$ cat config.mk
export PLATFORM = sky130hd
export DESIGN_NAME = csr_uart
export DESIGN_NICKNAME = d
export VERILOG_FILES = /design/src/rtl/csr_uart.sv
export SDC_FILE = /design/constraint.sdc
export NUM_CORES = 1
export LEC_CHECK = 0
export BUFFER_PORTS_ARGS = -buffer_cell sky130_fd_sc_hd__buf_4
export CAP_MARGIN = 20
export CORE_AREA = 2 2 106 108
export DETAILED_ROUTE_END_ITERATION = 6
export DIE_AREA = 0 0 108 110
export GPL_TIMING_DRIVEN = 0
export PLACE_DENSITY = 0.58
export SYNTH_ARGS = -nofsm -noshare
export SYNTH_HDL_FRONTEND = slang
export SYNTH_SLANG_ARGS = --single-unit
$ cat constraint.sdc
create_clock -name clk -period 1.9 [get_ports clk]
set_input_delay 0 -clock clk [delete_from_list [all_inputs] [get_ports clk]]
set_output_delay 0 -clock clk [all_outputs]
set_load 0.03 [all_outputs]
$ cat src/rtl/csr_uart.sv
// CSR-mapped 8N1 UART.
//
// One CSR at BASE_ADDR. A write (modify=01) while the transmitter is free
// queues wdata[7:0] for transmission; a read returns
// {22'b0, tx_busy, rx_valid, rx_data[7:0]} one cycle later and, when read=1,
// consumes the received byte (clears rx_valid). rdata/valid are zero when
// the block is not addressed so they can be ORed with other CSR responders.
//
// Ports:
//   clk, rstn      clock, synchronous active-low reset
//   read           CSR read strobe (consumes the received byte)
//   modify         CSR write op: 00 none, 01 write, 10 set, 11 clear
//   wdata, addr    CSR write data and address
//   rdata, valid   registered read data and address-hit flag
//   rx, tx         serial input (asynchronous) and output, idle high
//   AVOID_WARNING  read & |wdata, no functional meaning
module csr_uart #(
  parameter int unsigned CLOCK_RATE = 200_000_000,
  parameter int unsigned BAUD_RATE  = 115200,
  parameter logic [11:0] BASE_ADDR  = 12'h7c0
) (
  input  logic        clk,
  input  logic        rstn,
  input  logic        read,
  input  logic [1:0]  modify,
  input  logic [31:0] wdata,
  input  logic [11:0] addr,
  output logic [31:0] rdata,
  output logic        valid,
  input  logic        rx,
  output logic        tx,
  output logic        AVOID_WARNING
);

  localparam int unsigned Div  = CLOCK_RATE / BAUD_RATE;
  localparam int unsigned CntW = (Div > 2) ? $clog2(Div) : 1;
  localparam logic [CntW-1:0] DivLast  = CntW'(Div - 1);
  localparam logic [CntW-1:0] HalfLast = CntW'(Div / 2 - 1);

  typedef enum logic [1:0] {StIdle, StStart, StData, StStop} rx_state_e;

  // CSR response
  logic        hit;
  logic        valid_q, valid_d;
  logic [31:0] rdata_q, rdata_d;

  // Transmitter
  logic            tx_q, tx_d;
  logic            tx_busy_q, tx_busy_d;
  logic [CntW-1:0] tx_cnt_q, tx_cnt_d;
  logic [3:0]      tx_bit_q, tx_bit_d;   // 0 start, 1..8 data, 9 stop
  logic [7:0]      tx_data_q, tx_data_d;
  logic            tx_done;
  logic            tx_start;

  // Receiver
  logic            rx_s1_q, rx_s2_q, rx_s3_q;
  rx_state_e       rx_state_q, rx_state_d;
  logic [CntW-1:0] rx_cnt_q, rx_cnt_d;
  logic [2:0]      rx_bit_q, rx_bit_d;
  logic [7:0]      rx_shift_q, rx_shift_d;
  logic [7:0]      rx_data_q, rx_data_d;
  logic            rx_valid_q, rx_valid_d;

  assign hit           = (addr == BASE_ADDR);
  assign AVOID_WARNING = read & (|wdata);
  assign rdata         = rdata_q;
  assign valid         = valid_q;
  assign tx            = tx_q;

  always_comb begin
    valid_d = hit;
    rdata_d = hit ? {22'b0, tx_busy_q, rx_valid_q, rx_data_q} : 32'b0;
  end

  // Last cycle of the stop bit: the transmitter is free again, so a write in
  // this same cycle starts the next frame with no idle gap.
  assign tx_done  = tx_busy_q && (tx_cnt_q == DivLast) && (tx_bit_q == 4'd9);
  assign tx_start = hit && (modify == 2'b01) && (!tx_busy_q || tx_done);

  always_comb begin
    tx_d      = tx_q;
    tx_busy_d = tx_busy_q;
    tx_cnt_d  = tx_cnt_q;
    tx_bit_d  = tx_bit_q;
    tx_data_d = tx_data_q;
    if (tx_busy_q) begin
      if (tx_cnt_q == DivLast) begin
        tx_cnt_d = '0;
        if (tx_bit_q == 4'd9) begin
          tx_busy_d = 1'b0;
        end else begin
          tx_bit_d = tx_bit_q + 4'd1;
          // Entering bit n: data bit n-1 for n in 1..8, stop bit for n = 9.
          tx_d = (tx_bit_q == 4'd8) ? 1'b1 : tx_data_q[tx_bit_q[2:0]];
        end
      end else begin
        tx_cnt_d = tx_cnt_q + CntW'(1);
      end
    end
    if (tx_start) begin
      tx_data_d = wdata[7:0];
      tx_busy_d = 1'b1;
      tx_cnt_d  = '0;
      tx_bit_d  = 4'd0;
      tx_d      = 1'b0;
    end
  end

  always_comb begin
    rx_state_d = rx_state_q;
    rx_cnt_d   = rx_cnt_q;
    rx_bit_d   = rx_bit_q;
    rx_shift_d = rx_shift_q;
    rx_data_d  = rx_data_q;
    // A consuming read clears the flag first so a byte completing in the
    // same cycle still sets it.
    rx_valid_d = (hit && read) ? 1'b0 : rx_valid_q;
    case (rx_state_q)
      StIdle: begin
        if (rx_s3_q && !rx_s2_q) begin
          rx_state_d = StStart;
          rx_cnt_d   = '0;
        end
      end
      StStart: begin
        if (rx_cnt_q == HalfLast) begin
          rx_cnt_d   = '0;
          rx_bit_d   = 3'd0;
          // Line back high at mid start bit: treat as a glitch.
          rx_state_d = rx_s2_q ? StIdle : StData;
        end else begin
          rx_cnt_d = rx_cnt_q + CntW'(1);
        end
      end
      StData: begin
        if (rx_cnt_q == DivLast) begin
          rx_cnt_d   = '0;
          rx_shift_d = {rx_s2_q, rx_shift_q[7:1]};
          if (rx_bit_q == 3'd7) begin
            rx_state_d = StStop;
          end else begin
            rx_bit_d = rx_bit_q + 3'd1;
          end
        end else begin
          rx_cnt_d = rx_cnt_q + CntW'(1);
        end
      end
      StStop: begin
        if (rx_cnt_q == DivLast) begin
          rx_cnt_d   = '0;
          rx_state_d = StIdle;
          if (rx_s2_q) begin
            rx_data_d  = rx_shift_q;
            rx_valid_d = 1'b1;
          end
        end else begin
          rx_cnt_d = rx_cnt_q + CntW'(1);
        end
      end
      default: rx_state_d = StIdle;
    endcase
  end

  always_ff @(posedge clk) begin
    if (!rstn) begin
      valid_q    <= 1'b0;
      rdata_q    <= '0;
      tx_q       <= 1'b1;
      tx_busy_q  <= 1'b0;
      tx_cnt_q   <= '0;
      tx_bit_q   <= '0;
      tx_data_q  <= '0;
      rx_s1_q    <= 1'b1;
      rx_s2_q    <= 1'b1;
      rx_s3_q    <= 1'b1;
      rx_state_q <= StIdle;
      rx_cnt_q   <= '0;
      rx_bit_q   <= '0;
      rx_shift_q <= '0;
      rx_data_q  <= '0;
      rx_valid_q <= 1'b0;
    end else begin
      valid_q    <= valid_d;
      rdata_q    <= rdata_d;
      tx_q       <= tx_d;
      tx_busy_q  <= tx_busy_d;
      tx_cnt_q   <= tx_cnt_d;
      tx_bit_q   <= tx_bit_d;
      tx_data_q  <= tx_data_d;
      rx_s1_q    <= rx;
      rx_s2_q    <= rx_s1_q;
      rx_s3_q    <= rx_s2_q;
      rx_state_q <= rx_state_d;
      rx_cnt_q   <= rx_cnt_d;
      rx_bit_q   <= rx_bit_d;
      rx_shift_q <= rx_shift_d;
      rx_data_q  <= rx_data_d;
      rx_valid_q <= rx_valid_d;
    end
  end

endmodule

# Word-level counts from Yosys, hierarchy flattened
# Cells that the tools add are included.
# totals
in_bits	50
register_bits	94
output_inout_bits	35
# op_classes
n_reduce_logical	23
muxes	31
n_lt_le_gt_ge	1
addsub	4
n_bitwise	3
n_eq_ne	18
# op_table
cell	n
11-bit two-way mux	4
11-bit one-hot mux with 3 select lines	1
32-bit OR reduction	1
11-bit by 1-bit adder with 11-bit output, second input constant	2
11-bit equality test, second input constant	2
1-bit two-way mux	14
2-bit != test, second input constant	7
12-bit by 11-bit equality test with 1-bit output, second input constant	1
2-bit two-way mux	6
11-bit by 10-bit equality test with 1-bit output, second input constant	1
3-bit two-way mux	3
3-bit AND reduction	3
4-bit equality test, second input constant	2
2-bit one-hot mux with 4 select lines	1
1-bit logical AND	6
3-bit one-hot mux with 2 select lines	1
2-bit nonzero test	3
5-bit AND reduction	1
4-bit by 1-bit adder with 4-bit output, second input constant	1
2-bit by 1-bit equality test with 1-bit output, second input constant	2
2-bit equality test, second input constant	2
3-bit by 4-bit less-than comparator with 1-bit output, second input constant	1
2-bit AND reduction	2
4-bit AND reduction	1
9 further kinds	12

# Longest topological paths before layout
# Gate-level depths: netlist of run 1.
# logic_depth
ltp_word	7
ltp_mapped	7
mapped_depth_nobuf	6

# Worst setup path before layout of run 1
# Ideal clock, no wire load.
# synth_path
kind	register -> register
startpoint	register rx_cnt_q[0]
endpoint	register rx_bit_q[1]
synth_period_minus_slack_ns	1.953
arrival_time_ns	1.821
path_stages_with_launch	7
slack_ns	-0.053
setup_time_ns	0.132
cell_sequence	dfxtp_1 > ha_1 > or4bb_1 > or4_4 > buf_6 > o211ai_1 > a21oi_1
# synth_via
elab_chain_len	3
word_cells_on_any_way	5
cone_classes	4 x eq/ne; 1 x reduce/logical
# synth_rtl
element	line	text
start: declaration	59	logic [CntW-1:0] rx_cnt_q, rx_cnt_d;
start signal: assignment	195	rx_cnt_q <= rx_cnt_d;
11-bit equality test / 11-bit by 10-bit equality test with 1-bit output (equally long branches)	137, 127	
2-bit != test (no source line)	n/a	
4-bit AND reduction (no source line) *	n/a	
end signal: assignment	196	rx_bit_q <= rx_bit_d;
end: declaration	60	logic [2:0] rx_bit_q, rx_bit_d;
# Every way passes the cells marked *; elsewhere a longest branch is shown, timed or not.
# A chain may end at the register's enable or synchronous reset.

# Final worst setup path of run 1
# layout_path
startpoint	register rx_cnt_q[0]
endpoint	register rx_shift_q[5]
# layout_via
elab_chain_len	2
# layout_rtl
element	line	text
11-bit equality test	137	if (rx_cnt_q == DivLast) begin
2-bit AND reduction (no source line)	n/a	
end signal: assignment	197	rx_shift_q <= rx_shift_d;
end: declaration	61	logic [7:0] rx_shift_q, rx_shift_d;
# Every way passes these cells.

==> results of run 1 <==
[synth_stat cells (all sizes together), types with 2 or more instances]
cell type | n | area share [%]
o21ai | 11 | 1.6
a21oi | 27 | 3.9
o31a | 4 | 1.0
ha | 7 | 2.5
and2 | 2 | 0.36
nand2b | 4 | 0.72
inv | 10 | 1.1
buf | 29 | 6.3
mux2i | 17 | 4.9
clkbuf | 13 | 1.4
nand2 | 52 | 5.6
mux4 | 2 | 1.3
nor2b | 4 | 0.72
nand3 | 10 | 1.4
o41ai | 2 | 0.51
nand4 | 13 | 2.3
and4bb | 2 | 0.72
o31ai | 3 | 0.65
and3 | 14 | 2.5
xor2 | 6 | 1.5
dfxtp | 72 | 42
or3b | 2 | 0.51
o211ai | 2 | 0.43
o21a | 6 | 1.3
or4 | 3 | 0.76
nor3 | 8 | 1.5
nor2 | 25 | 2.7
a211oi | 2 | 0.43
o22ai | 9 | 1.6
xnor2 | 3 | 0.76
nor4 | 14 | 2.5
a41oi | 2 | 0.72
[final cells by class]
class,instances,share of cell area [%]
Multi-Input combinational cell,293,40.19
Sequential cell,72,30.89
Timing Repair Buffer,80,13.76
Buffer,38,5.286
Tap cell,140,3.718
Clock inverter,7,2.656
Clock buffer,9,2.629
Inverter,11,0.8765
[kinds of logic after synthesis]
logic type / Yosys count / share of synthesized area [%]
adder cells (fa/ha/maj): 7 / 2.530
other: 1 / 0.1083
multiplexers: 19 / 6.216
flip-flops: 72 / 41.63
AO/OA/AOI/OAI: 74 / 13.59
buffers and inverters: 53 / 8.890
AND/OR/NAND/NOR: 162 / 24.76
XOR/XNOR: 9 / 2.277
[how the worst max path moves through the flow]
| stage | to | slack, ns | from |
|---|---|---|---|
| floorplan | rx_bit_q[1] | 0.005 | rx_cnt_q[0] |
| global placement | rx_cnt_q[2] | -0.22 | rx_cnt_q[0] |
| detailed placement | rx_cnt_q[9] | -0.24 | rx_cnt_q[0] |
| CTS | tx_bit_q[3] | 0.0008 | tx_cnt_q[0] |
| global route | rx_data_q[4] | -0.07 | rx_cnt_q[0] |
| finish | rx_shift_q[5] | 0.02 | rx_cnt_q[0] |
[repair_timing]
action                     in CTS  in global routing
hold buffers                    9                  0
pin swaps                       4                  6
hold endpoints to repair        9                  0
buffers inserted                7                  3
setup endpoints to repair      49                 51
gates resized for setup        13                 26
[state kept, by name (all words and copies together), names as in the netlist, 3 cells and up, named ones only]
signal and flops:
rx_cnt_q 11, tx_data_q 8, tx_cnt_q 11, rx_shift_q 8, tx_bit_q 4, rx_data_q 8, rx_bit_q 3, rdata 10
[power breakdown]
part	total [uW]	switching, uW	leakage [uW]	internal (uW)
sequential	1530	12.3	0.000585	1520
clock	1510	627	0.000125	888
combinational	350	192	0.00113	158
[cell usage in the layout, fill, tap and decap left out, types with 10 or more instances in the layout]
| cell | n |
|---|---|
| buf_4 | 92 |
| dfxtp_1 | 65 |
| nand2_1 | 44 |
| nor2_1 | 25 |
| a21oi_1 | 23 |
| conb_1 | 22 |
| mux2i_1 | 17 |
| nor4_1 | 14 |
| and3_1 | 14 |
| nand4_1 | 13 |
| inv_1 | 10 |
| clkbuf_1 | 10 |
| nand3_1 | 10 |
| clkbuf_8 | 10 |
[critical path: cells and delay by family, from the launching register on]
kind | cells | cell delay (ns)
compound gates | 1 | 0.05
fa+ha+maj | 1 | 0.15
buf+inv | 1 | 0.17
flops | 1 | 0.36
simple gates | 3 | 1.02
[routing by layer]
| layer | part of all wire [%] | track usage, % |
|---|---|---|
| met3 | 3.5 | 3.704 |
| met5 | 0 | 0 |
| met4 | 1.4 | 4.579 |
| met1 | 44 | 17.92 |
| met2 | 51 | 25.16 |
[metrics by stage]
| stage | power [uW] | instances |
|---|---|---|
| 2_1_floorplan | 1762 | 418 |
| 3_5_place_dp | 1887 | 619 |
| 3_3_place_gp | 1881 | 619 |
| 4_1_cts | 3431 | 649 |
| 6_report | 3397 | 650 |
| 5_1_grt | 3549 | 650 |
==> impl_results.md, run 1 <==
- Status: completed
- CTS tree: yes
- Clk_skew: 0.01128 ns
- Rel. slew slack: 54.89%
- Total track usage: 14.59%
- Synth Area per Inst: 8.721 um2
- Largest net degree at the start of global routing: 15
- GRT overflow: 0
- Die width: 108 um
- Crit path DAT: 2.10 ns
- Die Ht: 110 um
- Multi-input logic area: 1893 um2
- Worst setup SP type: flip-flop
- Maximum vdd ir drop: 453.9 uV
- Critical Path RT: 2.12 ns
- Core area: 10700 um2
- FF-to-FF setup slack: 0.02 ns
- Setup TNS: 0 ns
- Crit-path cells: ha_4 > or4bb_4 > or4_4 > buf_12 > nand2_2 > a21oi_2
- Clock root cell: clkbuf_8
- Layout cells sized above 1: 28.82%
- Nets@finish: 562
- Most used DFF post-synth: dfxtp_1
- Final Cell Area: 4711 um2
- Final setup viols: 0
- DR pass1 iterations: 4
- Starting density of the core: 32.36%
- Seq/Total Area, Yosys: 41.63%
- DP Area: 4179 um2
- #FFs+latches synth: 72
- Ys async rst share: 0%
- Clock Path Buffers: 2
- Reg clk slew, reported paths: 0.08 ns
- Initial antenna violation count: 0
- CTS buffer count: 9
- Tightest Hold Check Type: input port to flip-flop
- Hold Startpoint: read
- Vias post-DR: 3085
- Slowest stage delay, CP: 0.48 ns
- Register Area: 1455 um2
- Netlist Area Pre-Place: 3462 um2
- WHS: 0.01021 ns
- WS Path Type: flip-flop to flip-flop
- Pwr dens: 721.2 nW/um2
- Area growth, synth to finish: 36.07%
- First-pass GRT wire length: 13810 um
- # rows: 38
- DP Wirelength: 6080 um
- Setup repair after global routing missed its margin: true
- CTS Sinks: 72
- Total wire length: 8377 um
- CTS HTree Levels: 3
- WL/cell: 12.89 um
- Fin crit period: 1.882 ns
- Actual slew at the worst max-slew pin: 0.6704 ns
- Syn Inst Count: 397
- Worst reg-to-reg path cell count: 6
- Die ar.: 11880 um2
- Post-route ant nets: 0
- Drt drc: 0
- Leak: 0.001838 uW
- Post-Place Worst Slack: -0.2356 ns
- Final Max Slew Viols: 0
- Reg2reg start: rx_cnt_q[0]
- Final hold violation count: 0
- Fmax: 531.2 MHz
- Max-cap violations: 0
- Post-synth EDFFs: 0
- Filler cells: 1073
- Vias in the first global route: 2994
- Unique masters post-synth: 57
- Final Util: 44.04%
- Vias per Instance: 4.746
- Crit share post-route: 99.08%
- Starting DRC count in detailed routing: 147
- Ant diodes: 0
- IO Port Bufs: 61
- Synth warn: 0
- I/O pin count: 85
- Worst-path maximum fanout: 8
- Clock latency on the worst-skew pair: 0.36 ns
- Hold EP: rx_valid_q
- CP max-delay cell: or4_4
- FF-to-FF End: rx_shift_q[5]
- Critical path capture point type: flip-flop
- Final Wtd Congestion: 0.8192
- Hold path cells: 3
- Setup slack after layout: 0.01750 ns
Note: power is estimated with default switching activity, not from simulation.
==> inputs of run 2 (changes only) <==
Settings changed: CORE_AREA 2 2 106 108 to 4 4 108 110, DIE_AREA 0 0 108 110 to 0 0 112 114.
==> impl_results.md, run 2 (synthesized netlist as in run 1, its figures left out) <==
- Clk_skew: 0.01017 ns
- Post-Place Worst Slack: -0.2436 ns
- IO Port Bufs: 61
- Drt drc: 0
- Total track usage: 13.18%
- Crit-path cells: ha_4 > or4bb_4 > or4_4 > buf_6 > o211ai_1 > a21oi_1
- Clock latency on the worst-skew pair: 0.35 ns
- Die width: 112 um
- Worst-path maximum fanout: 6
- # rows: 38
- Die Ht: 114 um
- WS Path Type: flip-flop to flip-flop
- Met1 Wirelength: 3775 um
- Crit path DAT: 2.18 ns
- FF-to-FF End: rx_bit_q[1]
- Worst reg-to-reg path cell count: 6
- Actual slew at the worst max-slew pin: 0.6043 ns
- Critical path capture point type: flip-flop
- Layout cells sized above 1: 28.91%
- Core area: 10700 um2
- Final setup viols: 8
- Crit path depth: 6
- CTS Sinks: 72
- Final Max Slew Viols: 0
- Pwr dens: 651.7 nW/um2
- Final Wtd Congestion: 0.7949
- Max-cap violations: 0
- CTS buffer count: 9
- Pwr Total: 3042 uW
- DP Area: 4179 um2
- CTS HTree Levels: 3
- Final Cell Area: 4668 um2
- Post-route ant nets: 0
- Fmax: 508.8 MHz
- Rel. slew slack: 59.71%
- Setup crit end: rx_bit_q[1]
- CTS tree: yes
- Largest net degree at the start of global routing: 16
- DR top layer: met4
- Violated checks: negative setup slack
- Status: finished, violations left
- DP Wirelength: 6293 um
- Critical path launch point: rx_cnt_q[0]
- Total wire length: 8595 um
- Most frequent cells in the layout: 94 x buf_4, 65 x dfxtp_1, 47 x nand2_1, 25 x nor2_1, 24 x a21oi_1
- Starting density of the core: 32.36%
- Initial antenna violation count: 0
- Routed met2 length: 4417 um
- Tightest Hold Check Type: input port to flip-flop
- GRT overflow: 0
- Critical Path RT: 2.12 ns
- FF-to-FF setup slack: -0.07 ns
- CP delay by family, top: simple AND/OR/NAND/NOR gates
- Starting DRC count in detailed routing: 101
- Total length of routed met3 wires: 262 um
- Ant diodes: 0
- Vias post-DR: 3144
- DR pass1 iterations: 4
- Most common cell after layout, fill and taps aside: buf_4
- Placed Cells: 619
- First-pass GRT wire length: 13920 um
- Clock Path Buffers: 2
- Worst setup SP type: flip-flop
- Crit path buf inv count: 1
- Nets@finish: 564
- Final hold violation count: 0
- Clock root cell: clkbuf_8
- Vias per Instance: 4.822
- Final std cells w/o fill: 652
- Area growth, synth to finish: 34.84%
- CP max-delay cell: or4bb_4
- Leak: 0.001821 uW
- Setup repair after global routing missed its margin: true
- Vias in the first global route: 2985
- Reg clk slew, reported paths: 0.08 ns
- Die ar.: 12770 um2
- WHS: 0.02095 ns
- Maximum vdd ir drop: 283.4 uV
- WL/cell: 13.18 um
- Reg2reg start: rx_cnt_q[0]
- Setup slack after layout: -0.06547 ns
- Crit share post-route: 103.4%
- Fin crit period: 1.965 ns
- Slowest stage delay, CP: 0.47 ns
- I/O pin count: 85
- Hold path cells: 3
-- run 2: cell types whose count changed in the layout (fill, tap and decap cells not counted), moves of 2 or more --
cell	delta
nand2_1	+3
nand2_2	-4
o21ai_0	+2
buf_4	+2
o21ai_1	-3
clkinvlp_4	+2
bufinv_16	-3
-- run 2: timing repair --
item / in CTS / in global routing
pin swaps: 6 / 6
endpoints found under the hold margin: 9 / 0
hold buffers: 9 / 0
buffers inserted: 11 / 0
resized for setup: 22 / 16
endpoints found under the setup margin: 49 / 50
-- run 2: area by class of cell --
type                    instances  area (um2)
well taps                     140       175.2
repair buffers                 81       655.6
multi-input cells             293        1899
flip-flops and latches         72        1455
fillers                      1071        6030
clock inverters                 7       61.31
plain buffers                  39       256.5
inverters                      11       41.29
clock buffers                   9       123.9
-- run 2: worst min path at each step --
stage	from	end	slack, ns
2_1_floorplan	rx	rx_s1_q	0.10
3_3_place_gp	rx	rx_s1_q	0.19
3_5_place_dp	rx	rx_s1_q	0.19
4_1_cts	read	rx_valid_q	0.01
5_1_grt	read	rx_valid_q	0.03
6_report	read	rx_valid_q	0.02
-- run 2: tightest hold or removal path, delay by kind of cell --
family / cells / cell delay, ns
compound gates: 2 / 0.24
buf+inv: 1 / 0.09
-- run 2: stage by stage --
stage          setup TNS [ns]  util (%)
4_1_cts               -0.2926     43.17
3_3_place_gp           -4.683     39.06
5_1_grt                -1.474     43.64
6_report              -0.3253     43.64
2_1_floorplan               0         -
3_5_place_dp           -5.467     39.06
-- run 2: routing by layer --
metal  up-vias  track usage, %
met5         -               0
met4         0           4.728
met2        54           23.02
met1      1475           16.13
li1       1602               -
met3        13           2.706
-- run 2: power breakdown --
group | internal, uW | leakage [uW] | switching [uW]
clock | 499 | 0.0000888 | 663
sequential | 1520 | 0.000585 | 12.5
combinational | 156 | 0.00115 | 192
==> inputs of run 3 (changes only) <==
Settings changed: CELL_PAD_IN_SITES_DETAIL_PLACEMENT set to 0, CELL_PAD_IN_SITES_GLOBAL_PLACEMENT set to 1, PLACE_DENSITY 0.58 to 0.73.
==> impl_results.md, run 3 (synthesized netlist as in run 1, its figures left out) <==
- Leak: 0.001976 uW
- Final Wtd Congestion: 0.8205
- GRT overflow: 0
- Fmax: 507.5 MHz
- Die width: 112 um
- Layout cells sized above 1: 32.68%
- Crit share post-route: 103.7%
- Tightest Hold Check Type: input port to flip-flop
- Reg clk slew, reported paths: 0.08 ns
- Worst setup SP type: flip-flop
- Vias in the first global route: 2961
- Worst-path maximum fanout: 3
- CTS buffer count: 9
- Nets@finish: 566
- Initial antenna violation count: 0
- Most frequent cells in the layout: 94 x buf_4, 64 x dfxtp_1, 44 x nand2_1, 25 x nor2_1, 22 x conb_1
- Hold Startpoint: read
- Clock Path Buffers: 2
- CTS Sinks: 72
- Violated checks: negative setup slack
- Status: finished, violations left
- # rows: 38
- Critical path capture point type: flip-flop
- Final Cell Area: 4846 um2
- Total track usage: 12.85%
- Setup repair after global routing missed its margin: true
- DP Area: 4179 um2
- Die Ht: 114 um
- Vias post-DR: 3103
- Final hold violation count: 0
- Max-cap violations: 0
- Area growth, synth to finish: 39.97%
- Setup slack after layout: -0.07036 ns
- Die ar.: 12770 um2
- CTS HTree Levels: 3
- Reg2reg start: rx_cnt_q[0]
- First-pass GRT wire length: 13810 um
- Worst reg-to-reg path cell count: 6
- Pwr Total: 3275 uW
- Total wire length: 8504 um
- Core area: 10700 um2
- I/O pin count: 85
- Vias per Instance: 4.745
- Largest net degree at the start of global routing: 13
- Hold EP: rx_valid_q
- Clock latency on the worst-skew pair: 0.34 ns
- Most common cell after layout, fill and taps aside: buf_4
- Hold path cells: 3
- DP Wirelength: 6073 um
- Maximum vdd ir drop: 371.5 uV
- Crit path DAT: 2.17 ns
- IO Port Bufs: 61
- Drt drc: 0
- Filler cells: 1074
- CTS tree: yes
- Final Max Slew Viols: 0
- DR pass1 iterations: 4
- WL/cell: 13.00 um
- Rel. slew slack: 59.15%
- Pwr dens: 675.8 nW/um2
- Final setup viols: 10
- Clk_skew: 0.01188 ns
- Actual slew at the worst max-slew pin: 0.6128 ns
- WS Path Type: flip-flop to flip-flop
- Fin crit period: 1.970 ns
- FF-to-FF setup slack: -0.07 ns
- Starting density of the core: 32.36%
- Critical Path RT: 2.10 ns
- Starting DRC count in detailed routing: 109
- Clock root cell: clkbuf_8
- Post-route ant nets: 0
- FF-to-FF End: rx_bit_q[1]
- Ant diodes: 0
-- run 3: cell count changes in the layout (fill, tap and decap cells not counted), moves of 3 or more --
cell	before	now
o22ai_2	1	9
a21oi_2	3	7
inv_6	3	0
o21ai_1	1	4
nand2_1	47	44
nand2_4	3	6
o22ai_1	8	0
a21oi_1	24	20
-- run 3: metal layers --
layer / vias up / GRT usage, % / wire [um]
met3: 7 / 3.448 / 292
li1: 1608 / - / -
met4: 0 / 2.404 / 64
met2: 48 / 22.18 / 4236
met1: 1440 / 16.33 / 3910
met5: - / 0 / 0
-- run 3: cell type report --
class                      count  area (um2)  area share (%)
clock buffer                  11       151.4           3.124
sequential                    72        1456           30.05
buffer                        40       269.0           5.551
clock inverter                 5       78.83           1.627
multi-input combinational    293        2011           41.49
timing repair buffer          82       663.1           13.68
inverter                      11       41.29          0.8521
tap                          140       175.2           3.615
-- run 3: critical path: stages, from the launching register on --
cell and delay [ns]:
dfxtp_4 0.37, ha_4 0.14, or4bb_4 0.47, or4_4 0.44, buf_6 0.15, o211ai_1 0.16
a21oi_1 0.09
-- run 3: what timing repair did --
action | CTS | global route
gates cloned | 0 | 0
setup buffers | 9 | 3
pin swaps | 13 | 4
endpoints found under the hold margin | 9 | 0
resized for setup | 35 | 29
hold buffers | 9 | 0
endpoints found under the setup margin | 50 | 53
-- run 3: worst max-delay path by stage --
stage,endpoint,slack [ns],startpoint
finish,rx_bit_q[1],-0.07,rx_cnt_q[0]
global route,rx_bit_q[2],-0.13,rx_cnt_q[0]
CTS,rx_bit_q[1],-0.06,rx_cnt_q[0]
detailed placement,rx_cnt_q[2],-0.26,rx_cnt_q[0]
global placement,rx_cnt_q[8],-0.24,rx_cnt_q[0]
floorplan,rx_bit_q[1],0.005,rx_cnt_q[0]
-- run 3: metrics by stage --
stage / cells / hold slack (ns) / utilization, % / worst slack (ns) / TNS [ns]
4_1_cts: 652 / 0.006474 / 43.99 / -0.05662 / -0.4673
3_5_place_dp: 619 / 0.2025 / 39.06 / -0.2581 / -6.171
6_report: 654 / 0.02098 / 45.30 / -0.07036 / -0.5156
3_3_place_gp: 619 / 0.2078 / 39.06 / -0.2398 / -5.528
2_1_floorplan: 418 / 0.1015 / - / 0.004779 / 0
5_1_grt: 654 / 0.01225 / 45.30 / -0.1312 / -1.513
-- run 3: report_power, final --
group	total [uW]	internal [uW]	switching, uW
Clock	1390	809	578
Sequential	1530	1520	12.6
Combinational	354	159	194
